`config.mk`:
```
export PLATFORM = sky130hd
export DESIGN_NAME = abs_datapath_flat
export DESIGN_NICKNAME = d
export VERILOG_FILES = /design/src/rtl/abs_datapath_if.sv /design/src/rtl/abs_datapath.sv /design/src/flat_wrapper.sv
export SDC_FILE = /design/constraint.sdc
export NUM_CORES = 1
export LEC_CHECK = 0
export ABC_AREA = 1
export CAP_MARGIN = 20
export CELL_PAD_IN_SITES_DETAIL_PLACEMENT = 1
export CELL_PAD_IN_SITES_GLOBAL_PLACEMENT = 1
export CORE_MARGIN = 2
export CORE_UTILIZATION = 34
export CTS_BUF_LIST = sky130_fd_sc_hd__clkbuf_4 sky130_fd_sc_hd__clkbuf_8 sky130_fd_sc_hd__clkbuf_16
export DETAILED_ROUTE_END_ITERATION = 12
export HOLD_SLACK_MARGIN = 0.12
export PLACE_DENSITY_LB_ADDON = 0.1
export SLEW_MARGIN = 10
export SYNTH_ARGS = -nofsm -noshare
export SYNTH_HDL_FRONTEND = slang
export SYNTH_SLANG_ARGS = --single-unit
```
`constraint.sdc`:
```
create_clock -name clk -period 2 [get_ports clk]
set_clock_uncertainty 0.2 [all_clocks]
set_input_delay 0.3 -clock clk [delete_from_list [all_inputs] [get_ports clk]]
set_output_delay 0.3 -clock clk [all_outputs]
set_load 0.005 [all_outputs]
```
`src/rtl/abs_datapath_if.sv`:
```
// Command/status bundle between the load/select controller and abs_datapath.
// The controller side is master; the datapath side is slave.
interface abs_datapath_if #(
    parameter int WIDTH = 8
);
    logic             L;
    logic             S;
    logic [WIDTH-1:0] din;
    logic [WIDTH-1:0] R;
    logic             R7;
    logic [WIDTH-1:0] result;
    logic             done;
    logic             ovf;
    logic             err;
    logic [7:0]       count;

    modport master (
        output L, S, din,
        input  R, R7, result, done, ovf, err, count
    );

    modport slave (
        input  L, S, din,
        output R, R7, result, done, ovf, err, count
    );
endinterface

```
`src/rtl/abs_datapath.sv`:
```
// Absolute-value datapath: working register, load/negate commands,
// phase tracking for completion, overflow and protocol-error detection.
module abs_datapath #(
    parameter int WIDTH = 8
) (
    input logic          clk,
    input logic          reset,
    abs_datapath_if.slave bus
);
    typedef enum logic [1:0] {
        IDLE,
        CHECK,
        NEG
    } phase_t;

    localparam logic [WIDTH-1:0] ONE = {{(WIDTH-1){1'b0}}, 1'b1};
    localparam logic [WIDTH-1:0] MIN = {1'b1, {(WIDTH-1){1'b0}}};

    phase_t           phase;
    logic [WIDTH-1:0] r;
    logic [WIDTH-1:0] res;
    logic             done_q;
    logic             ovf_q;
    logic             err_q;
    logic [7:0]       cnt;
    logic [WIDTH-1:0] neg;
    logic             r_min;

    assign neg   = ~r + ONE;
    assign r_min = (r == MIN);

    assign bus.R      = r;
    assign bus.R7     = r[WIDTH-1];
    assign bus.result = res;
    assign bus.done   = done_q;
    assign bus.ovf    = ovf_q;
    assign bus.err    = err_q;
    assign bus.count  = cnt;

    // S is only looked at under L, so an undriven S while idle never lands in state.
    always_ff @(posedge clk) begin
        if (reset) begin
            phase  <= IDLE;
            r      <= '0;
            res    <= '0;
            done_q <= 1'b0;
            ovf_q  <= 1'b0;
            err_q  <= 1'b0;
            cnt    <= '0;
        end else begin
            done_q <= 1'b0;
            if (bus.L) begin
                if (bus.S) begin
                    r     <= bus.din;
                    ovf_q <= 1'b0;
                end else begin
                    r <= neg;
                end
            end
            case (phase)
                IDLE: begin
                    if (bus.L) begin
                        if (bus.S) begin
                            phase <= CHECK;
                        end else begin
                            err_q <= 1'b1;
                        end
                    end
                end
                CHECK: begin
                    if (!bus.L) begin
                        if (!r[WIDTH-1]) begin
                            res    <= r;
                            done_q <= 1'b1;
                            cnt    <= cnt + 8'd1;
                            phase  <= IDLE;
                        end else begin
                            phase <= NEG;
                        end
                    end else if (bus.S) begin
                        err_q <= 1'b1;
                    end else begin
                        err_q  <= 1'b1;
                        res    <= neg;
                        ovf_q  <= r_min;
                        done_q <= 1'b1;
                        cnt    <= cnt + 8'd1;
                        phase  <= IDLE;
                    end
                end
                NEG: begin
                    if (bus.L) begin
                        if (bus.S) begin
                            err_q <= 1'b1;
                            phase <= CHECK;
                        end else begin
                            res    <= neg;
                            ovf_q  <= r_min;
                            done_q <= 1'b1;
                            cnt    <= cnt + 8'd1;
                            phase  <= IDLE;
                        end
                    end
                end
                default: phase <= IDLE;
            endcase
        end
    end
endmodule

```
`src/flat_wrapper.sv`:
```
// flat-port wrapper written by rule: the top's interface ports become plain ports
module abs_datapath_flat 
#(
    parameter int WIDTH = 8
)
  (clk, reset, bus_L, bus_S, bus_din, bus_R, bus_R7, bus_result, bus_done, bus_ovf, bus_err, bus_count);
  abs_datapath_if #(.WIDTH(WIDTH)) bus_i ();
  input logic clk;
  input logic reset;
  input wire logic [$bits(bus_i.L)-1:0] bus_L;
  input wire logic [$bits(bus_i.S)-1:0] bus_S;
  input wire logic [$bits(bus_i.din)-1:0] bus_din;
  output wire logic [$bits(bus_i.R)-1:0] bus_R;
  output wire logic [$bits(bus_i.R7)-1:0] bus_R7;
  output wire logic [$bits(bus_i.result)-1:0] bus_result;
  output wire logic [$bits(bus_i.done)-1:0] bus_done;
  output wire logic [$bits(bus_i.ovf)-1:0] bus_ovf;
  output wire logic [$bits(bus_i.err)-1:0] bus_err;
  output wire logic [$bits(bus_i.count)-1:0] bus_count;
  assign bus_i.L = bus_L;
  assign bus_i.S = bus_S;
  assign bus_i.din = bus_din;
  assign bus_R = bus_i.R;
  assign bus_R7 = bus_i.R7;
  assign bus_result = bus_i.result;
  assign bus_done = bus_i.done;
  assign bus_ovf = bus_i.ovf;
  assign bus_err = bus_i.err;
  assign bus_count = bus_i.count;
  abs_datapath #(.WIDTH(WIDTH)) u_core (.clk(clk), .reset(reset), .bus(bus_i));
endmodule
```
# Word-level counts from Yosys, hierarchy flattened
# Cells that the tools add are included.
# classes
n_mux	35
reduce_logical	7
eq_ne	11
n_addsub	2
n_bitwise	1
# ops
cell	count
$mux W8	9
$pmux W8 S2	2
$add A8 B1 Y8 const B	2
$mux W1	15
$mux W2	6
$ne A2 B2 Y1 const B	6
$eq A8 B8 Y1 const B	1
$not A8 Y8	1
$ne A3 B3 Y1 const B	2
$pmux W2 S3	1
$reduce_and A6 Y1	1
$reduce_and A4 Y1	1
$pmux W1 S3	1
$reduce_and A3 Y1	1
$reduce_bool A3 Y1	1
$eq A2 B1 Y1 const B	1
$eq A2 B2 Y1 const B	1
$logic_not A2 Y1	1
$pmux W1 S2	1
$reduce_bool A2 Y1	1
$reduce_or A2 Y1	1
# totals
output_inout_bits	28
register_bits	29

# Longest topological paths before layout
# depth
depth_word	5
depth_mapped	12
depth_no_buf	12

# Worst setup path after synthesis
# OpenSTA, ideal clock, no wires.
# synth_path
path_type	register -> register
from	register u_core.phase[0]
to	register u_core.cnt[5] (netlist: u_core.bus.count[5])
stages_incl_launch_ff	13
path_slack_ns	0.267
arrival_time_ns	1.420
required_time_ns	1.687
path_cell_list	dfxtp_1 -> inv_1 -> ha_1 -> inv_2 -> nor2_1 -> nor2_2 -> nand2_4 -> nor2_8 -> nand2_4 -> nand2_2 -> o21ai_1 -> o21ai_1 -> inv_1
# synth_between
elab_chain_cells	3
word_cells_on_any_way	7
classes_between	4 x eq/ne; 1 x mux; 2 x reduce/logical
# synth_rtl
item	line_no	source
start, declared	abs_datapath.sv:19	phase_t phase;
start signal, assigned	abs_datapath.sv:43	phase <= IDLE;
start signal, assigned	abs_datapath.sv:64	phase <= CHECK;
start signal, assigned	abs_datapath.sv:76	phase <= IDLE;
$eq A2 B1 Y1 or $eq A2 B2 Y1 (tied branches)	abs_datapath.sv:60	case (phase)
$ne A3 B3 Y1 (no line), or another cell as far along	n/a	
$reduce_and A3 Y1 (no line)	n/a	
end signal, assigned	abs_datapath.sv:75	cnt <= cnt + 8'd1;
end signal, assigned	abs_datapath.sv:87	cnt <= cnt + 8'd1;
end signal, assigned	abs_datapath.sv:100	cnt <= cnt + 8'd1;
end, declared	abs_datapath.sv:25	logic [7:0] cnt;
# Parallel ways exist; a longest one is shown, timed or not.
# A chain may end at the register's enable or synchronous reset.

# Worst setup path after layout
# layout_path
from	register u_core.phase[0]
to	register u_core.cnt[0] (netlist: u_core.bus.count[0])
# Same word-level chain as after synthesis.

==> impl_summary.log <==
INFO  metric outcome = complete, no violations
INFO  metric synth-seq-cells = 29
INFO  metric cts.clk_slew.worst_paths = 0.06 ns
INFO  metric cp_slowest_stage_delay = 0.34 ns
INFO  metric power.density = 1050 nW/um^2
INFO  metric worst_setup_path_end_kind = flip-flop
INFO  metric hold_viol_final = 0
INFO  metric drv_slew = 0
INFO  metric port_buffers = 39
INFO  metric finalSetupViolCount = 0
INFO  metric totalPowerFinal = 2.39 mW
INFO  metric cp_slowest_cell = sky130_fd_sc_hd__dfxtp_2
INFO  metric final-seq-area = 583 um^2
INFO  metric finalSetupTns = 0 ns
INFO  metric final_cells = 344
INFO  metric timing.hold.ws = 0.250 ns
INFO  metric clock_insertion_delay_worst_skew = 0.28 ns
INFO  metric h-tree-depth = 2
INFO  metric first_iter_violations = 69
INFO  metric gr-usage-all-layers = 0.197
INFO  metric ys.warnings.count = 0
INFO  metric floorplan.io_pins = 40
INFO  metric crit_chain = inv_1 -> ha_4 -> inv_2 -> nor2_1 -> nor2_4 -> nand2_4 -> nor2_8 -> buf_4 -> o21ai_0 -> a21oi_1
INFO  metric wp_data_required = 1.96 ns
INFO  metric cp.arrival = 1.85 ns
INFO  metric max_slew_margin = 0.761
INFO  metric final_core_utilization = 0.515
INFO  metric tritoncts.num_buffers = 5
INFO  metric nNetsFinal = 309
INFO  metric synth_area_per_cell = 6.74 um^2
INFO  metric route.detailed.drc = 0
INFO  metric ctsLongestPathBuffers = 2
INFO  metric synth_enable_flop_cells = 0
INFO  metric routed_wire_length_per_instance = 14.4 um
INFO  metric postSynthCellCount = 236
INFO  metric postSynthNetCount = 254
INFO  metric max_clock_freq = 530 MHz
INFO  metric antenna_found_initial = 0
INFO  metric die_width = 72.4 um
INFO  metric dp.final_hpwl = 3610 um
INFO  metric tritoncts = yes
INFO  metric area_growth_syn_to_layout = 43.9%
INFO  metric fillers = 590
INFO  metric antennaDiodeCount = 0
INFO  metric route.antenna.remaining_nets = 0
INFO  metric cts.sink_count = 29
INFO  metric initial_utilization = 0.358
INFO  metric post_drt_via_cell_ratio = 4.98
INFO  metric critical_path_buf_inv_count = 3
INFO  metric min-delay-path-class = reg -> reg
INFO  metric tightest_slew = 0.358 ns
INFO  metric max-cap-violations = 0
INFO  metric std_cell_rows = 24
INFO  metric start_kind = flip-flop
INFO  metric die_area = 5240 um^2
INFO  metric die_extent_in_y = 72.4 um
INFO  metric first_pass_grt_wire_length = 8020 um
INFO  metric postCtsHoldBufs = 0
INFO  metric critical_setup_path_class = reg -> reg
INFO  metric layout-drive-gt1-share = 0.130
INFO  metric place.detailed.instances = 335
INFO  metric dominantRegCellSynth = sky130_fd_sc_hd__dfxtp_1
INFO  metric floorplan.core_area = 4440 um^2
INFO  metric critPathMaxFanout = 7
INFO  metric grt_overflow_total = 0
INFO  metric cts.root.buffer_cell = sky130_fd_sc_hd__clkbuf_8
INFO  metric detail_route.wirelength = 4940 um
INFO  metric grt_start_max_net_pins = 20
INFO  metric detail_route.first_pass.iterations = 4
INFO  metric num_vias = 1713
INFO  metric cpLargestDelayFamily = simple AND/OR/NAND/NOR gates
INFO  metric static-leakage-power = 0.982 nW
INFO  metric via_count_of_the_first_global_routing_pass = 1714
INFO  metric area_taken_by_multi_input_logic_gates = 875 um^2
INFO  metric synth_area = 1590 um^2
INFO  metric synthDistinctLibCells = 28
INFO  metric synth-async-reset-ratio = 0
INFO  metric place_congestion = 0.814
INFO  metric layout_worst_path_cycle_share = 0.944
INFO  metric timing.final.crit_period = 1.89 ns
INFO  metric yosysSeqAreaShare = 0.365
INFO  metric power.ir.vdd_worst = 0.000534 V
layout make-up:
type	count	area share
multi-input combinational	168	0.382
sequential	29	0.255
timing repair buffer	54	0.220
inverter	33	0.0563
clock buffer	5	0.0301
clock inverter	3	0.0284
tap	52	0.0284
what timing repair did:
action,CTS,global route
gates resized for setup,0,6
endpoints found under the hold margin,0,0
endpoints found under the setup margin,0,16
buffers inserted,0,1
sequential cells by signal (all words and copies together) (netlist names):
register / cells
u_core.bus.ovf: 1
u_core.bus.err: 1
u_core.bus.R: 8
u_core.bus.count: 8
u_core.bus.result: 8
u_core.phase: 2
u_core.bus.done: 1
worst register-to-register path, delay by kind of cell (launching register included):
kind	cells	cell delay [ns]
compound gates	2	0.21
buf+inv	3	0.39
flops	1	0.34
simple gates	4	0.41
fa+ha+maj	1	0.23
stage by stage:
| stage | instance area (um^2) | setup slack, ns |
|---|---|---|
| after floorplan | 1590 | 0.267 |
| after global placement | 2110 | 0.00175 |
| after detailed placement | 2110 | -0.104 |
| after CTS | 2250 | 0.00696 |
| after global routing | 2290 | -0.0147 |
| final | 2290 | 0.112 |
cell usage after synthesis, types with 3 or more instances:
| cell type | number | area (um^2) |
|---|---|---|
| sky130_fd_sc_hd__nand4_1 | 5 | 31.3 |
| sky130_fd_sc_hd__nand3_1 | 14 | 70.1 |
| sky130_fd_sc_hd__buf_4 | 3 | 22.5 |
| sky130_fd_sc_hd__o21ai_0 | 10 | 50.1 |
| sky130_fd_sc_hd__ha_1 | 6 | 75.1 |
| sky130_fd_sc_hd__nand2_1 | 66 | 248 |
| sky130_fd_sc_hd__inv_1 | 29 | 109 |
| sky130_fd_sc_hd__nor2_1 | 20 | 75.1 |
| sky130_fd_sc_hd__nor3_1 | 3 | 15.0 |
| sky130_fd_sc_hd__a21oi_1 | 28 | 140 |
| sky130_fd_sc_hd__dfxtp_1 | 29 | 581 |
report_power, final:
group          switching, mW  internal [mW]  leakage, nW  total (mW)
registers             0.0762          0.662        0.237       0.738
clock network          0.243          0.495       0.0681       0.738
logic                  0.499          0.416        0.676       0.915
total                  0.819           1.57        0.982        2.39
cell usage in the layout, fill, tap and decap left out, types with 3 or more instances in the layout:
cell type,instances
sky130_fd_sc_hd__a21oi_1,28
sky130_fd_sc_hd__ha_1,4
sky130_fd_sc_hd__clkdlybuf4s50_1,39
sky130_fd_sc_hd__dfxtp_1,27
sky130_fd_sc_hd__inv_1,29
sky130_fd_sc_hd__nor3_1,3
sky130_fd_sc_hd__nand2_1,66
sky130_fd_sc_hd__nor2_1,20
sky130_fd_sc_hd__nand3_1,14
sky130_fd_sc_hd__buf_4,15
sky130_fd_sc_hd__o21ai_0,10
sky130_fd_sc_hd__clkbuf_8,5
sky130_fd_sc_hd__nand4_1,5
cells by family (layout without fill, tap and decap cells):
| group | count (synthesis) | count (layout) | synth area share |
|---|---|---|---|
| AO/OA/AOI/OAI | 46 | 46 | 0.153 |
| adder cells (fa/ha/maj) | 6 | 6 | 0.0472 |
| buffers and inverters | 39 | 95 | 0.104 |
| flip-flops | 29 | 29 | 0.365 |
| AND/OR/NAND/NOR | 116 | 116 | 0.330 |
worst paths after layout:
kind / start / end / slack, ns / cells after the start
setup / recovery: u_core.phase[0] / u_core.bus.count[0] / 0.11 / 10
hold / removal: u_core.bus.err / u_core.bus.err / 0.25 / 2
setup reg to reg: u_core.phase[0] / u_core.bus.count[0] / 0.11 / 10
hold reg to reg: u_core.bus.err / u_core.bus.err / 0.25 / 2
per-layer routing:
metal / global-route usage / share of wire
met1: 0.249 / 0.46
met5: 0 / 0
met2: 0.338 / 0.49
met3: 0.0431 / 0.037
met4: 0.0556 / 0.0085
Note: power is estimated with default switching activity, not from simulation.
